--- src/rtl/qed_pkg.sv ---
// qed_pkg: shared constants for the QED instruction monitor.
//   - RV32 opcode / funct3 / funct7 encodings used by the legality decode
//   - the NOP opcode reserved for the QED harness
//   - FSM state typedef for the monitor
package qed_pkg;

    localparam logic [6:0] OP_IMM   = 7'b0010011;
    localparam logic [6:0] OP_REG   = 7'b0110011;
    localparam logic [6:0] OP_LOAD  = 7'b0000011;
    localparam logic [6:0] OP_STORE = 7'b0100011;
    localparam logic [6:0] OP_NOP   = 7'b1111111;

    localparam logic [2:0] F3_ADD  = 3'b000;
    localparam logic [2:0] F3_SLL  = 3'b001;
    localparam logic [2:0] F3_SR   = 3'b101;
    localparam logic [2:0] F3_WORD = 3'b010;

    localparam logic [6:0] F7_BASE   = 7'b0000000;
    localparam logic [6:0] F7_ALT    = 7'b0100000;
    localparam logic [6:0] F7_MULDIV = 7'b0000001;

    typedef enum logic [1:0] {
        ST_ORIG = 2'd0,
        ST_DUP  = 2'd1,
        ST_ERR  = 2'd2
    } qed_state_e;

endpackage

--- src/rtl/qed_inst_decode.sv ---
// qed_inst_decode: combinational legality check of one RV32 instruction word.
// Ports:
//   instruction : candidate instruction word
//   inst_legal  : 1 when the word is in the allowed QED instruction subset
//   is_nop      : 1 when the word carries the harness NOP opcode
module qed_inst_decode
    import qed_pkg::*;
#(
    parameter int REG_HALF      = 16,
    parameter int EN_MUL        = 1,
    parameter int EN_MEM        = 1,
    parameter int MEM_ZERO_BITS = 2
) (
    input  logic [31:0] instruction,
    output logic        inst_legal,
    output logic        is_nop
);

    localparam logic [5:0]  REG_LIM  = 6'(REG_HALF);
    // Top MEM_ZERO_BITS bits of the word; empty mask when the parameter is 0.
    localparam logic [31:0] MEM_MASK = ~(32'hFFFF_FFFF >> MEM_ZERO_BITS);

    logic [6:0] opcode;
    logic [6:0] funct7;
    logic [2:0] funct3;
    logic [4:0] rd;
    logic [4:0] rs1;
    logic [4:0] rs2;
    logic       rd_ok;
    logic       rs1_ok;
    logic       rs2_ok;
    logic       mem_hi_ok;

    always_comb begin
        opcode    = instruction[6:0];
        rd        = instruction[11:7];
        funct3    = instruction[14:12];
        rs1       = instruction[19:15];
        rs2       = instruction[24:20];
        funct7    = instruction[31:25];
        rd_ok     = {1'b0, rd}  < REG_LIM;
        rs1_ok    = {1'b0, rs1} < REG_LIM;
        rs2_ok    = {1'b0, rs2} < REG_LIM;
        mem_hi_ok = (instruction & MEM_MASK) == 32'd0;
        is_nop    = opcode == OP_NOP;
        inst_legal = 1'b0;
        unique case (opcode)
            OP_IMM: begin
                // Shift-immediates reuse the top imm bits as funct7.
                if (funct3 == F3_SLL)
                    inst_legal = funct7 == F7_BASE;
                else if (funct3 == F3_SR)
                    inst_legal = (funct7 == F7_BASE) || (funct7 == F7_ALT);
                else
                    inst_legal = 1'b1;
                inst_legal = inst_legal && rd_ok && rs1_ok;
            end
            OP_REG: begin
                inst_legal = ((funct7 == F7_BASE) ||
                              ((funct7 == F7_ALT) && ((funct3 == F3_ADD) || (funct3 == F3_SR))) ||
                              ((EN_MUL != 0) && (funct7 == F7_MULDIV) && !funct3[2]))
                             && rd_ok && rs1_ok && rs2_ok;
            end
            OP_LOAD: begin
                inst_legal = (EN_MEM != 0) && (funct3 == F3_WORD) && (rs1 == 5'd0)
                             && rd_ok && mem_hi_ok;
            end
            OP_STORE: begin
                inst_legal = (EN_MEM != 0) && (funct3 == F3_WORD) && (rs1 == 5'd0)
                             && rs2_ok && mem_hi_ok;
            end
            OP_NOP:  inst_legal = 1'b1;
            default: inst_legal = 1'b0;
        endcase
    end

endmodule

--- src/rtl/qed_inst_monitor.sv ---
// qed_inst_monitor: QED original/duplicate stream monitor.
// Ports:
//   clk, rst_n  : clock, async active-low reset
//   instruction : candidate instruction word
//   inst_valid  : instruction issued this cycle
//   exec_dup    : duplicate phase requested
//   inst_legal  : combinational legality of instruction
//   orig_cnt    : original-phase non-NOP issue count (saturating)
//   dup_cnt     : duplicate-phase non-NOP issue count (saturating)
//   qed_ready   : registered, streams balanced and fault-free
//   err         : [0] illegal issue, [1] protocol fault (sticky)
module qed_inst_monitor
    import qed_pkg::*;
#(
    parameter int REG_HALF      = 16,
    parameter int EN_MUL        = 1,
    parameter int EN_MEM        = 1,
    parameter int MEM_ZERO_BITS = 2,
    parameter int CNT_W         = 8
) (
    input  logic             clk,
    input  logic             rst_n,
    input  logic [31:0]      instruction,
    input  logic             inst_valid,
    input  logic             exec_dup,
    output logic             inst_legal,
    output logic [CNT_W-1:0] orig_cnt,
    output logic [CNT_W-1:0] dup_cnt,
    output logic             qed_ready,
    output logic [1:0]       err
);

    localparam logic [CNT_W-1:0] CNT_ONE = CNT_W'(1);
    localparam logic [CNT_W-1:0] CNT_MAX = '1;

    qed_state_e       state_q, state_d;
    logic [CNT_W-1:0] orig_cnt_q, orig_cnt_d;
    logic [CNT_W-1:0] dup_cnt_q, dup_cnt_d;
    logic [1:0]       err_q, err_d;
    logic             qed_ready_q, qed_ready_d;

    logic is_nop;
    logic illegal;
    logic counted;
    logic dup_phase;
    logic dup_drop;
    logic overrun;
    logic sat_hit;

    qed_inst_decode #(
        .REG_HALF      (REG_HALF),
        .EN_MUL        (EN_MUL),
        .EN_MEM        (EN_MEM),
        .MEM_ZERO_BITS (MEM_ZERO_BITS)
    ) u_decode (
        .instruction (instruction),
        .inst_legal  (inst_legal),
        .is_nop      (is_nop)
    );

    // State register and all tracked state.
    always_ff @(posedge clk or negedge rst_n) begin
        if (!rst_n) begin
            state_q     <= ST_ORIG;
            orig_cnt_q  <= '0;
            dup_cnt_q   <= '0;
            err_q       <= 2'b00;
            qed_ready_q <= 1'b0;
        end else begin
            state_q     <= state_d;
            orig_cnt_q  <= orig_cnt_d;
            dup_cnt_q   <= dup_cnt_d;
            err_q       <= err_d;
            qed_ready_q <= qed_ready_d;
        end
    end

    // Event classification. Phase follows exec_dup while in ORIG so an
    // instruction issued alongside the first exec_dup lands in dup_cnt.
    always_comb begin
        illegal   = inst_valid && !inst_legal;
        counted   = inst_valid && inst_legal && !is_nop;
        dup_phase = (state_q == ST_DUP) || ((state_q == ST_ORIG) && exec_dup);
        dup_drop  = (state_q == ST_DUP) && !exec_dup;
        overrun   = counted && dup_phase && (dup_cnt_q >= orig_cnt_q);
    end

    // Next-state logic.
    always_comb begin
        state_d = state_q;
        unique case (state_q)
            ST_ORIG: begin
                if (illegal || overrun) state_d = ST_ERR;
                else if (exec_dup)      state_d = ST_DUP;
            end
            ST_DUP: begin
                if (illegal || overrun || dup_drop) state_d = ST_ERR;
            end
            default: state_d = ST_ERR;
        endcase
    end

    // Counters, sticky flags and the ready flag.
    always_comb begin
        orig_cnt_d = orig_cnt_q;
        dup_cnt_d  = dup_cnt_q;
        sat_hit    = 1'b0;
        if ((state_q != ST_ERR) && counted) begin
            // An overrunning duplicate still counts; only saturation blocks it.
            if (dup_phase) begin
                if (dup_cnt_q == CNT_MAX) sat_hit = 1'b1;
                else                      dup_cnt_d = dup_cnt_q + CNT_ONE;
            end else begin
                if (orig_cnt_q == CNT_MAX) sat_hit = 1'b1;
                else                       orig_cnt_d = orig_cnt_q + CNT_ONE;
            end
        end
        err_d = err_q | {dup_drop || overrun || sat_hit, illegal};
        // Ready only if this cycle neither faults nor leaves DUP, so it is
        // never seen high while the FSM sits in ERR.
        qed_ready_d = (state_q == ST_DUP) && (state_d == ST_DUP)
                      && (orig_cnt_q == dup_cnt_q) && (orig_cnt_q != '0)
                      && (err_d == 2'b00);
    end

    assign orig_cnt  = orig_cnt_q;
    assign dup_cnt   = dup_cnt_q;
    assign err       = err_q;
    assign qed_ready = qed_ready_q;

endmodule
--- config.mk ---
export PLATFORM = sky130hd
export DESIGN_NAME = qed_inst_monitor
export DESIGN_NICKNAME = d
export VERILOG_FILES = /design/src/rtl/qed_pkg.sv /design/src/rtl/qed_inst_decode.sv /design/src/rtl/qed_inst_monitor.sv
export SDC_FILE = /design/constraint.sdc
export NUM_CORES = 1
export LEC_CHECK = 0
export ABC_AREA = 1
export CAP_MARGIN = 10
export CORE_ASPECT_RATIO = 1.1
export CORE_UTILIZATION = 43
export CTS_BUF_LIST = sky130_fd_sc_hd__clkbuf_4 sky130_fd_sc_hd__clkbuf_8 sky130_fd_sc_hd__clkbuf_16
export CTS_CLUSTER_SIZE = 40
export DETAILED_ROUTE_END_ITERATION = 10
export PLACE_DENSITY_LB_ADDON = 0.05
export SYNTH_ARGS = -nofsm -noshare
export SYNTH_HDL_FRONTEND = slang
export SYNTH_SLANG_ARGS = --single-unit
--- constraint.sdc ---
create_clock -name clk -period 1.8 [get_ports clk]
set_input_delay 0.36 -clock clk [delete_from_list [all_inputs] [get_ports clk]]
set_output_delay 0.36 -clock clk [all_outputs]
set_load 0.02 [all_outputs]
**Word level (Yosys, flattened, before mapping)**

Index checks and enable logic that the tools add are counted.

- Input port bits: 36
- Bits in registers: 21
- Logic and storage cells: 89

- Bitwise gates (word level): 4
- Reduce and logical (&&, ||, !) cells: 46
- $add $sub $neg: 2
- Equality and inequality tests: 16
- $lt $le $gt $ge: 4
- Mux-type cells: 12

Operator list:

| kind | count |
|---|---|
| $logic_not A32 Y1 | 1 |
| $logic_and A1 B1 Y1 | 24 |
| $eq A7 B6 Y1 const B | 3 |
| $add A8 B1 Y8 const B | 2 |
| $eq A8 B8 Y1 const B | 2 |
| $lt A5 B5 Y1 const B | 3 |
| $logic_or A1 B1 Y1 | 9 |
| $eq A8 B8 Y1 | 1 |
| $ge A8 B8 Y1 | 1 |
| $reduce_bool A8 Y1 | 1 |
| $eq A7 B1 Y1 const B | 1 |
| $eq A7 B2 Y1 const B | 1 |
| $eq A7 B5 Y1 const B | 1 |
| $eq A7 B7 Y1 const B | 1 |
| $logic_not A7 Y1 | 1 |
| $mux W1 | 7 |
| $mux W2 | 3 |
| $reduce_and A3 Y1 | 2 |
| $logic_not A5 Y1 | 1 |
| $pmux W1 S5 | 1 |
| $eq A2 B1 Y1 const B | 2 |
| $logic_not A1 Y1 | 4 |
| $logic_not A2 Y1 | 2 |
| $pmux W2 S2 | 1 |
| other kinds (7) | 9 |

**Longest topological paths before layout**

Gate-level depths: netlist (run 1).

- Depth in word-level cells: 22
- Depth in mapped cells: 16
- Depth with buffers taken out: 16

**By module**

A second synthesis (run 1) with hierarchy kept.

- Cells, all modules: 226
- Area total of the unflattened synthesis: 1654.1 µm²

By module, submodules not included:

| module | area an instance (µm²) | instances | cells each |
|---|---|---|---|
| qed_inst_monitor | 1381.3 | 1 | 164 |
| qed_inst_decode | 272.8 | 1 | 62 |

**Worst setup path after synthesis (run 1)**

OpenSTA, ideal clock, no wires.

- Path type: reg2reg
- Start point: register dup_cnt_q[0], in the netlist dup_cnt[0]
- End point: register dup_cnt_q[6], in the netlist dup_cnt[6]
- Buffers on the path: 0
- Required time: 1.687 ns
- Cell stages (with the launch flop): 11
- Arrival: 1.748 ns
- Path slack: -0.061 ns
- Cell sequence: dfrtp_1 > ha_1 > inv_1 > nor4_1 > a31oi_1 > inv_1 > nor2_4 > nand2_1 > nand2_1 > nand2_1 > inv_1

- Word-level cells in the longest chain between the ends: 3

Ends and longest elaborated chain:

| element | line | source |
|---|---|---|
| start: declaration | qed_inst_monitor.sv:38 | `logic [CNT_W-1:0] dup_cnt_q, dup_cnt_d;` |
| start signal: assignment | qed_inst_monitor.sv:72 | `dup_cnt_q <= dup_cnt_d;` |
| branches (longest 3 deep; another with $add A8 B1 Y8) | -- |  |

Parallel ways; which one is timed is not known.
A chain may end at the register's enable or synchronous reset.

**Worst setup path in the final report (run 1)**

- Start point: input port instruction[15]
- End point: register state_q[1]

- Word-level cells in the longest chain between the ends: 13

Ends and longest elaborated chain:

| element | line | source |
|---|---|---|
| start: declaration | qed_inst_monitor.sv:23 | `input logic [31:0] instruction,` |
| branches (longest 4 deep; another with $lt A5 B5 Y1) | -- |  |
| $pmux W1 S5 * | qed_inst_decode.sv:47 | `unique case (opcode)` |
| $logic_and A1 B1 Y1 (2 in series) | qed_inst_monitor.sv:82 | `counted = inst_valid && inst_legal && !is_nop;` |
| $logic_and A1 B1 Y1 (2 in series) | qed_inst_monitor.sv:85 | `overrun = counted && dup_phase && (dup_cnt_q >= orig_cnt_q);` |
| $logic_or A1 B1 Y1 * | qed_inst_monitor.sv:93, qed_inst_monitor.sv:97 |  |
| $logic_or A1 B1 Y1 | qed_inst_monitor.sv:97 | `if (illegal \|\| overrun \|\| dup_drop) state_d = ST_ERR;` |
| $mux W2 | qed_inst_monitor.sv:97 |  |
| $pmux W2 S2 * | qed_inst_monitor.sv:91 | `unique case (state_q)` |
| via state_d[1] | qed_inst_monitor.sv:36 | `qed_state_e state_q, state_d;` |
| end signal: assignment | qed_inst_monitor.sv:70 | `state_q <= state_d;` |
| end: declaration | qed_inst_monitor.sv:36 |  |

Mark *: on every way through the listed nets, which the timed path passes.

==> results.sh, run 1 <==
export IMPL_place_ws_ps=-798.9
export IMPL_clkTransAtPathRegs_ps=80
export IMPL_start_util=0.4537
export IMPL_cts_tree="done"
export IMPL_hp_class="input pin to async pin"
export IMPL_drv_slew=0
export IMPL_vias=2267
export IMPL_num_antenna_cells=0
export IMPL_cp_data_required_time_ps=1960
export IMPL_first_pass_iters=4
export IMPL_cts_root_buf="clkbuf_8"
export IMPL_violations="setup timing"
export IMPL_yosys_area_top_type_share=0.2879
export IMPL_crit_slowest_cell="nor4_4"
export IMPL_cp_start_kind="input pin"
export IMPL_yosysSeqAreaShare=0.2879
export IMPL_die_h_um=70.34
export IMPL_rsz0062_at_grt="yes"
export IMPL_path_cells="buf_2, nor2_4, nand3_2, nor4_4, nand4_2, nand2_4, nand2_4, buf_4, buf_4, buf_4, nand2_1, nand2_1, nor2_1, nand2_1"
export IMPL_area_delta_synth_final_pct=69.64
export IMPL_drive_gt1_frac=0.3819
export IMPL_synth_area_per_cell_um2=6.590
export IMPL_postCtsHoldBufs=0
export IMPL_worst_slew_pin_transition_ps=375.1
export IMPL_peakVddDrop_mv=0.2342
export IMPL_dp_hpwl_um=3938
export IMPL_core_area_um2=4024
export IMPL_syn_num_nets=324
export IMPL_clk_latency_ps=260
export IMPL_fin_skew_ps=9.756
export IMPL_slowest_delay_ps=240
export IMPL_final_hold_viol_count=0
export IMPL_globalplace_congestion=0.8867
export IMPL_ys_ff_latch=21
export IMPL_setup_ws_ps=-29.48
export IMPL_htreeDepth=1
export IMPL_finalWirelength_um=5783
export IMPL_min_period_ps=1829
export IMPL_arrival_ps=1990
export IMPL_setup_viol=6
export IMPL_routed_via_density=5.038
export IMPL_drt_iter0_markers=114
export IMPL_synth_top_cell_by_area="dfrtp_1"
export IMPL_portBuffers=47
export IMPL_fill_cells=314
export IMPL_max_cap_viol_count=0
export IMPL_grt_pass1_vias=2045
export IMPL_fmax_mhz=546.6
export IMPL_overflow=0
export IMPL_nNetsFinal=446
export IMPL_grt_max_degree=22
export IMPL_remaining_drc_errors=0
export IMPL_powerDensity_nw_per_um2=322.2
export IMPL_antenna_found_initial=0
export IMPL_yosysUniqueCellTypes=31
export IMPL_synth_area_um2=1826
export IMPL_wire_per_inst_um=12.85
export IMPL_status="finished with violations"
export IMPL_crit_path_end_kind="register"
export IMPL_setup_worst_path_class="input pin to register"
export IMPL_yosysWarnings=0
export IMPL_placed_area_um2=2759
export IMPL_cts_buffer_depth=2
export IMPL_die_area_um2=4510
export IMPL_grt_pass1_wl_um=8694
export IMPL_synth_area_leaders="dfrtp_1, nand2_1, inv_1, nor2_1, ha_1"
export IMPL_netlist_instances=277
export IMPL_relSlewSlack=0.7476
export IMPL_power_static_leakage_nw=1.570
export IMPL_postLayoutCellArea_um2=3097
export IMPL_timing_final_crit_share=1.016
export IMPL_ios=56
export IMPL_clock_sinks=21
export IMPL_grtUsageTotal=0.2432
export IMPL_placementRows=24
export IMPL_rr_worst_depth=14
export IMPL_ant_nets=0
export IMPL_die_x_um=64.13
export IMPL_cp_max_fo=3
export IMPL_numCtsBuffers=3
where the power goes:
part           internal [mW]  switching (mW)  total, mW
Combinational          0.104           0.106      0.209
Clock                  0.154           0.161      0.315
Sequential             0.472        0.000596      0.473
what timing repair did:
action | in CTS | in global routing
endpoints found under the setup margin | 20 | 26
pin swaps | 35 | 34
setup buffers | 12 | 6
gates resized for setup | 88 | 42
gates cloned | 0 | 1
state kept, by name, summed over array words and instances (netlist names):
signal and flops:
dup_cnt 8, state_q 2, orig_cnt 8, err 2
qed_ready 1
cell usage after synthesis:
cell / n
nor2_4: 2
o21bai_1: 1
nand3_1: 24
nand2_2: 3
o21ai_1: 3
a311oi_1: 1
nor4_1: 8
nand2_4: 1
nand2_1: 68
nor2_2: 5
inv_2: 2
nor3_1: 5
a21oi_1: 5
nand3_2: 2
buf_4: 1
o211ai_1: 1
a31oi_1: 2
o21ai_0: 5
nand4_4: 1
buf_6: 1
nand3b_1: 1
ha_1: 11
nor3_2: 1
or2_2: 1
xor2_1: 2
inv_1: 47
nand4_2: 1
xor2_2: 1
dfrtp_1: 21
nor2_1: 40
nand4_1: 10
area by class of cell:
class | instances | area, um^2 | share of cell area
flip-flops and latches | 21 | 526.8 | 0.1701
well taps | 52 | 65.06 | 0.02101
clock buffers | 3 | 41.29 | 0.01333
inverters | 49 | 186.4 | 0.06020
multi-input cells | 206 | 1287 | 0.4158
repair buffers | 118 | 984.7 | 0.3180
clock inverters | 1 | 5.005 | 0.001616
cell families (layout without fill, tap and decap cells):
kind of cell / after synthesis / count (layout) / share of synthesized area
xor gates and xnor gates: 3 / 3 / 0.01851
buffers and inverters: 51 / 171 / 0.1110
AOI/OAI and AO/OA: 18 / 18 / 0.05551
adders and majority gates: 11 / 11 / 0.07539
and+or+nand+nor: 173 / 174 / 0.4517
DFF: 21 / 21 / 0.2879
per-layer routing:
layer | up-vias | part of all wire | global-route usage
met3 | 18 | 0.047 | 0.02778
met1 | 1036 | 0.40 | 0.2938
li1 | 1145 | - | -
met5 | - | 0 | 0
met4 | 0 | 0.027 | 0.07901
met2 | 68 | 0.53 | 0.4421
worst max-delay path, delay by kind of cell:
kind	cells	cell delay, ps
simple gates	10	1120
buf+inv	4	510
worst paths after layout:
check	from	endpoint	slack [ps]
worst max register to register	dup_cnt[6]$_DFFE_PN0P_	qed_ready$_DFF_PN0_	0
worst min register to register	err[0]$_DFF_PN0_	err[0]$_DFF_PN0_	480
min in group clk	err[0]$_DFF_PN0_	err[0]$_DFF_PN0_	480
worst max-delay path	instruction[15]	state_q[1]$_DFF_PN0_	-30
max in group asynchronous	rst_n	dup_cnt[0]$_DFFE_PN0P_	1080
worst min-delay path	rst_n	err[0]$_DFF_PN0_	460
cells in the final DEF, fill, tap and decap left out, types with 2 or more instances in the layout:
cell,count
a21oi_1,4
a31oi_1,2
buf_2,8
buf_4,68
buf_6,6
clkbuf_2,2
clkbuf_8,3
clkdlybuf4s50_1,18
dfrtp_1,20
dlygate4sd2_1,8
dlymetal6s2s_1,6
ha_1,9
ha_4,2
inv_1,37
inv_2,11
nand2_1,60
nand2_2,9
nand2_4,3
nand3_1,17
nand3_2,9
nand4_1,10
nor2_1,31
nor2_2,10
nor2_4,7
nor3_1,5
nor4_1,5
nor4_4,2
o21ai_0,3
o21ai_1,5
xor2_1,2
stage by stage:
step / setup TNS [ps] / instances / utilization / hold slack, ps / total power [mW]
after global routing: -1259 / 450 / 0.7696 / 470.2 / 1.046
after detailed placement: -10290 / 427 / 0.6856 / 469.4 / 0.6740
after CTS: -22.66 / 443 / 0.7313 / 461.3 / 0.9913
after global placement: -11170 / 427 / 0.6856 / 465.9 / 0.6734
final: -107.6 / 450 / 0.7696 / 456.1 / 0.9978
after floorplan: 0 / 277 / - / 64.41 / 0.5377
(Power assumes the default switching activity.)
==> run 2, diff against run 1 <==
CORE_ASPECT_RATIO = 2   (was 1.1)
==> run 2 against run 1 <==
Clock skew grew 2.7 ps; the run still ends with setup timing left; wire length increased by 21%; total power rose by 7.2%; non-clock buffer count grew 14; register-to-register slack got worse by 90 ps; sequential power hardly changed; hold slack worse by 8.1 ps; via count up 5.3%; largest power group unchanged; maximum frequency down 3.3%; critical endpoint is now qed_ready$_DFF_PN0_; final cell count grew 2.9%; sequential share of layout area fell by 1.4 points.
==> results.sh, run 2 (synthesized netlist as in run 1, its figures left out) <==
export IMPL_numCtsBuffers=3
export IMPL_clk_latency_ps=270
export IMPL_grtUsageTotal=0.2889
export IMPL_grt_pass1_wl_um=9259
export IMPL_clkTransAtPathRegs_ps=90
export IMPL_stdcell_count=463
export IMPL_rr_worst_depth=15
export IMPL_vias=2388
export IMPL_postCtsHoldBufs=0
export IMPL_ant_nets=0
export IMPL_setup_viol=10
export IMPL_postLayoutCellArea_um2=3372
export IMPL_cts_buffer_depth=2
export IMPL_ios=56
export IMPL_setup_ws_ps=-92.69
export IMPL_powerDensity_nw_per_um2=317.3
export IMPL_peakVddDrop_mv=0.6051
export IMPL_drive_gt1_frac=0.4501
export IMPL_cts_root_buf="clkbuf_8"
export IMPL_die_h_um=94.15
export IMPL_power_static_leakage_nw=1.701
export IMPL_antenna_found_initial=0
export IMPL_rrSetupSlack_ps=-90
export IMPL_nNetsFinal=459
export IMPL_most_common_layout_cells="buf_4, nand2_1, inv_1, nor2_1, dfrtp_1"
export IMPL_fmax_mhz=528.3
export IMPL_min_period_ps=1893
export IMPL_die_area_um2=4526
export IMPL_die_x_um=48.07
export IMPL_fill_cells=275
export IMPL_first_pass_iters=4
export IMPL_fin_skew_ps=12.41
export IMPL_routed_via_density=5.158
export IMPL_hp_class="input pin to async pin"
export IMPL_violations="setup timing"
export IMPL_placementRows=33
export IMPL_core_area_um2=4088
export IMPL_worst_slew_pin_transition_ps=376.2
export IMPL_status="finished with violations"
export IMPL_start_util=0.4466
export IMPL_overflow=0
export IMPL_remaining_drc_errors=0
export IMPL_grt_max_degree=22
export IMPL_placed_area_um2=2804
export IMPL_place_ws_ps=-915.4
export IMPL_reg2reg_to="qed_ready$_DFF_PN0_"
export IMPL_crit_path_end_kind="register"
export IMPL_cp_max_fo=2
export IMPL_portBuffers=47
export IMPL_reg2reg_from="orig_cnt[7]$_DFFE_PN0P_"
export IMPL_globalplace_congestion=0.8486
export IMPL_wire_per_inst_um=15.05
export IMPL_clock_sinks=21
export IMPL_place_inst=433
export IMPL_grt_pass1_vias=2355
export IMPL_finalWirelength_um=6970
export IMPL_drt_iter0_markers=91
export IMPL_area_delta_synth_final_pct=84.72
export IMPL_cts_tree="done"
export IMPL_final_common_cell="buf_4"
export IMPL_final_hold_viol_count=0
export IMPL_relSlewSlack=0.7469
export IMPL_htreeDepth=1
export IMPL_timing_final_crit_share=1.051
export IMPL_dp_hpwl_um=4627
export IMPL_cp_data_required_time_ps=1970
export IMPL_rsz0062_at_grt="yes"
export IMPL_drv_slew=0
export IMPL_num_antenna_cells=0
export IMPL_utilization=0.8249
export IMPL_max_cap_viol_count=0
export IMPL_setup_worst_path_class="register to register"
export IMPL_cp_start_kind="register"
export IMPL_arrival_ps=2060
run 2: changes by cell type in the layout (fill, tap and decap cells not counted), sizes merged:
cell           previous run  this run
clkinvlp                  0         1
dlymetal6s2s              6         9
nor2                     48        47
clkdlybuf4s15             1         3
clkbuf                    5         3
buf                      83        99
clkinv                    1         0
dlygate4sd2               8         5
clkdlybuf4s50            18        16
run 2: metal layers:
metal,routed length [um],GRT usage,part of all wire,up-vias
li1,-,-,-,1165
met1,2339,0.2191,0.34,1125
met2,4164,0.6182,0.60,75
met3,184,0.01538,0.026,23
met4,281,0.1181,0.040,0
met5,0,0,0,-
run 2: critical path, cell delays in order (launching register included):
cell and delay [ps]:
dfrtp_1 380, inv_2 70, ha_4 280, nand2_4 40
inv_2 40, nand3_2 60, inv_1 50, nand4_1 130
o211ai_1 120, nor2_1 70, nor2_1 130, nand4_1 150
nand2_1 110, inv_1 60, nand2_2 70, nor2_2 30
run 2: repair_timing:
| item | 4_1_cts | 5_1_grt |
|---|---|---|
| endpoints found under the setup margin | 22 | 24 |
| pin swaps | 41 | 46 |
| setup buffers | 22 | 9 |
| resized for setup | 121 | 56 |
run 2: power by group:
part	switching, mW	leakage, nW	internal, mW
logic	0.139	1.41	0.136
registers	0.000390	0.265	0.472
clock network	0.165	0.0217	0.157
run 2: metrics by stage:
stage / hold slack (ps) / setup TNS [ps] / total power, mW
2_1_floorplan: 64.41 / 0 / 0.5377
4_1_cts: 461.6 / -74.00 / 1.037
3_5_place_dp: 473.9 / -12950 / 0.6869
6_report: 448.0 / -361.0 / 1.070
3_3_place_gp: 466.3 / -12100 / 0.6858
5_1_grt: 506.0 / -1824 / 1.110
run 2: worst max-delay path by stage:
stage	slack, ps	endpoint	startpoint
3_5_place_dp	-920	inst_legal	instruction[14]
5_1_grt	-200	qed_ready$_DFF_PN0_	orig_cnt[7]$_DFFE_PN0P_
3_3_place_gp	-880	inst_legal	instruction[14]
2_1_floorplan	20	qed_ready$_DFF_PN0_	orig_cnt[7]$_DFFE_PN0P_
4_1_cts	-50	qed_ready$_DFF_PN0_	dup_cnt[6]$_DFFE_PN0P_
6_report	-90	qed_ready$_DFF_PN0_	orig_cnt[7]$_DFFE_PN0P_
run 2: cell type report:
| cell class | instances | area, um^2 | area share |
|---|---|---|---|
| clock buffer | 3 | 41.29 | 0.01224 |
| multi-input combinational | 205 | 1410 | 0.4182 |
| tap | 52 | 65.06 | 0.01930 |
| timing repair buffer | 132 | 1139 | 0.3377 |
| sequential | 21 | 525.5 | 0.1558 |
| inverter | 49 | 183.9 | 0.05455 |
| clock inverter | 1 | 7.507 | 0.002226 |
==> run 3, diff against run 2 <==
CORE_UTILIZATION = 41   (was 43)
SYNTH_HIERARCHICAL = 1   (was default)
==> run 3 against run 2 <==
The run still ends with setup timing left; global-route usage decreased by 8.1 points; hold slack worse by 1.3 ps; highest routed layer unchanged; non-clock buffer count fell by 62; maximum frequency up 2.8%; critical path type is now input pin to register; total power is 13% lower; sequential power is essentially flat; utilization shrank 17 points; sequential share of layout area is 5.3 points higher.
==> results.sh, run 3 <==
export IMPL_ys_ff_latch=21
export IMPL_first_pass_iters=4
export IMPL_finalPower_mw=0.9323
export IMPL_async_flop_share=1.000
export IMPL_synth_area_leaders="dfrtp_1, nand2_1, ha_1, xor2_1, inv_1"
export IMPL_place_inst=340
export IMPL_wire_per_inst_um=11.41
export IMPL_fin_skew_ps=0.7292
export IMPL_fin_setup_tns_ps=-121.0
export IMPL_stdcell_count=351
export IMPL_ant_nets=0
export IMPL_remaining_drc_errors=0
export IMPL_start_util=0.4303
export IMPL_postCtsHoldBufs=0
export IMPL_setup_ws_ps=-41.88
export IMPL_violations="setup timing"
export IMPL_reg2reg_from="orig_cnt[7]$_DFFE_PN0P_"
export IMPL_drive_gt1_frac=0.3633
export IMPL_yosys_area_top_type_share=0.3177
export IMPL_yosysMostFrequentCell="nand2_1"
export IMPL_peakVddDrop_mv=0.2204
export IMPL_clock_sinks=21
export IMPL_relSlewSlack=0.8050
export IMPL_timing_final_crit_share=1.023
export IMPL_clk_latency_ps=260
export IMPL_htreeDepth=1
export IMPL_yosysSeqAreaShare=0.3177
export IMPL_min_period_ps=1842
export IMPL_cp_start_kind="input pin"
export IMPL_overflow=0
export IMPL_postLayoutCellArea_um2=2514
export IMPL_utilization=0.6540
export IMPL_synthFlopType="dfrtp_1"
export IMPL_synth_commonest_cells="nand2_1, inv_1, nor2_1"
export IMPL_portBuffers=47
export IMPL_setup_worst_path_class="input pin to register"
export IMPL_synth_top_cell_by_area="dfrtp_1"
export IMPL_met2_usage=0.4097
export IMPL_drt_iter0_markers=14
export IMPL_busiest_layer="met2"
export IMPL_routed_via_density=4.644
export IMPL_cp_startpoint="instruction[4]"
export IMPL_cp_data_required_time_ps=1960
export IMPL_cts_root_buf="clkbuf_8"
export IMPL_power_static_leakage_nw=1.250
export IMPL_grt_pass1_wl_um=6506
export IMPL_drv_slew=0
export IMPL_core_area_um2=3844
export IMPL_grt_max_degree=22
export IMPL_synth_area_per_cell_um2=7.319
export IMPL_use_met3=0.02362
export IMPL_nNetsFinal=348
export IMPL_hp_class="input pin to async pin"
export IMPL_status="finished with violations"
export IMPL_cts_buffer_depth=2
export IMPL_most_common_layout_cells="nand2_1, inv_1, clkdlybuf4s50_1, dfrtp_1"
export IMPL_worst_slew_pin_transition_ps=290.3
export IMPL_yosysWarnings=6
export IMPL_place_ws_ps=-789.7
export IMPL_setup_viol=10
export IMPL_die_h_um=91.83
export IMPL_rsz0062_at_grt="yes"
export IMPL_grt_pass1_vias=1622
export IMPL_area_delta_synth_final_pct=51.97
export IMPL_die_x_um=46.92
export IMPL_fmax_mhz=542.9
export IMPL_num_antenna_cells=0
export IMPL_vias=1630
export IMPL_clkTransAtPathRegs_ps=80
export IMPL_syn_num_nets=273
export IMPL_grtUsageTotal=0.2084
export IMPL_powerDensity_nw_per_um2=370.9
export IMPL_antenna_found_initial=0
export IMPL_numCtsBuffers=3
export IMPL_synth_edff_count=0
export IMPL_netlist_instances=226
export IMPL_placed_area_um2=2326
export IMPL_cp_max_fo=6
export IMPL_die_area_um2=4308
export IMPL_dp_hpwl_um=3255
export IMPL_cts_tree="done"
export IMPL_placementRows=32
export IMPL_arrival_ps=2000
export IMPL_final_common_cell="nand2_1"
export IMPL_globalplace_congestion=0.7571
export IMPL_max_cap_viol_count=0
export IMPL_synth_area_um2=1654
export IMPL_use_met1=0.1887
export IMPL_yosysUniqueCellTypes=26
export IMPL_ios=56
export IMPL_finalWirelength_um=4005
export IMPL_hold_slack_ps=446.7
export IMPL_crit_path_end_kind="register"
export IMPL_final_hold_viol_count=0
-- run 3: cell types whose count changed after synthesis, moves of 4 or more --
cell and change:
inv_1 -19, inv_2 +4, nand2_1 -13, nand2_2 +6
nand3_1 -13, nand4_1 -4, nor2_1 -14, nor2_2 +8
nor4_1 -8, xor2_1 +11
-- run 3: where the power goes --
part	internal [mW]	switching (mW)	leakage [nW]	total, mW
sequential	0.471	0.0000000000726	0.241	0.471
clock	0.173	0.158	0.0262	0.331
combinational	0.0709	0.0597	0.983	0.131
total	0.715	0.217	1.25	0.932
-- run 3: final timing paths --
kind	end	cells past startpoint	slack, ps
max in group asynchronous	dup_cnt[5]$_DFFE_PN0P_	2	1130
worst min-delay path	orig_cnt[1]$_DFFE_PN0P_	2	450
min in group clk	dup_cnt[6]$_DFFE_PN0P_	1	540
worst max register to register	qed_ready$_DFF_PN0_	11	170
worst min register to register	dup_cnt[6]$_DFFE_PN0P_	1	540
worst max-delay path	dup_cnt[1]$_DFFE_PN0P_	14	-40
-- run 3: layer usage --
metal,up-vias,wire (um)
li1,845,-
met1,742,1367
met2,36,2464
met3,7,69
met4,0,104
met5,-,0
-- run 3: what timing repair did --
action	in CTS	in global routing
hold endpoints to repair	0	0
pin swaps	31	29
gates cloned	0	0
endpoints found under the setup margin	22	21
buffers inserted	2	5
gates resized for setup	103	23
-- run 3: final cells by class --
class | instances | area (um^2)
multi-input cells | 170 | 1130
well taps | 51 | 63.81
clock buffers | 4 | 48.80
inverters | 35 | 133.9
repair buffers | 70 | 611.8
fillers | 361 | 1330
flip-flops and latches | 21 | 525.5
-- run 3: cells by family (layout without fill, tap and decap cells) --
family | count (synthesis) | count (layout) | share of synthesized area
flip-flops | 21 | 21 | 0.3177
XOR/XNOR | 14 | 14 | 0.07413
AO/OA/AOI/OAI | 7 | 7 | 0.02117
adder cells (fa/ha/maj) | 11 | 11 | 0.08321
AND/OR/NAND/NOR | 138 | 138 | 0.4228
buffers and inverters | 35 | 109 | 0.08094
-- run 3: worst max-delay path: stages --
cell     delay [ps]
buf_6            70
inv_2            30
or3_1           350
nor2_1          110
nand4_1         160
nand3_4         130
buf_6           100
nand2_4          60
nor2_8          120
buf_6           110
nand3_4         120
buf_4           180
nand2_2          40
nand2_1          50
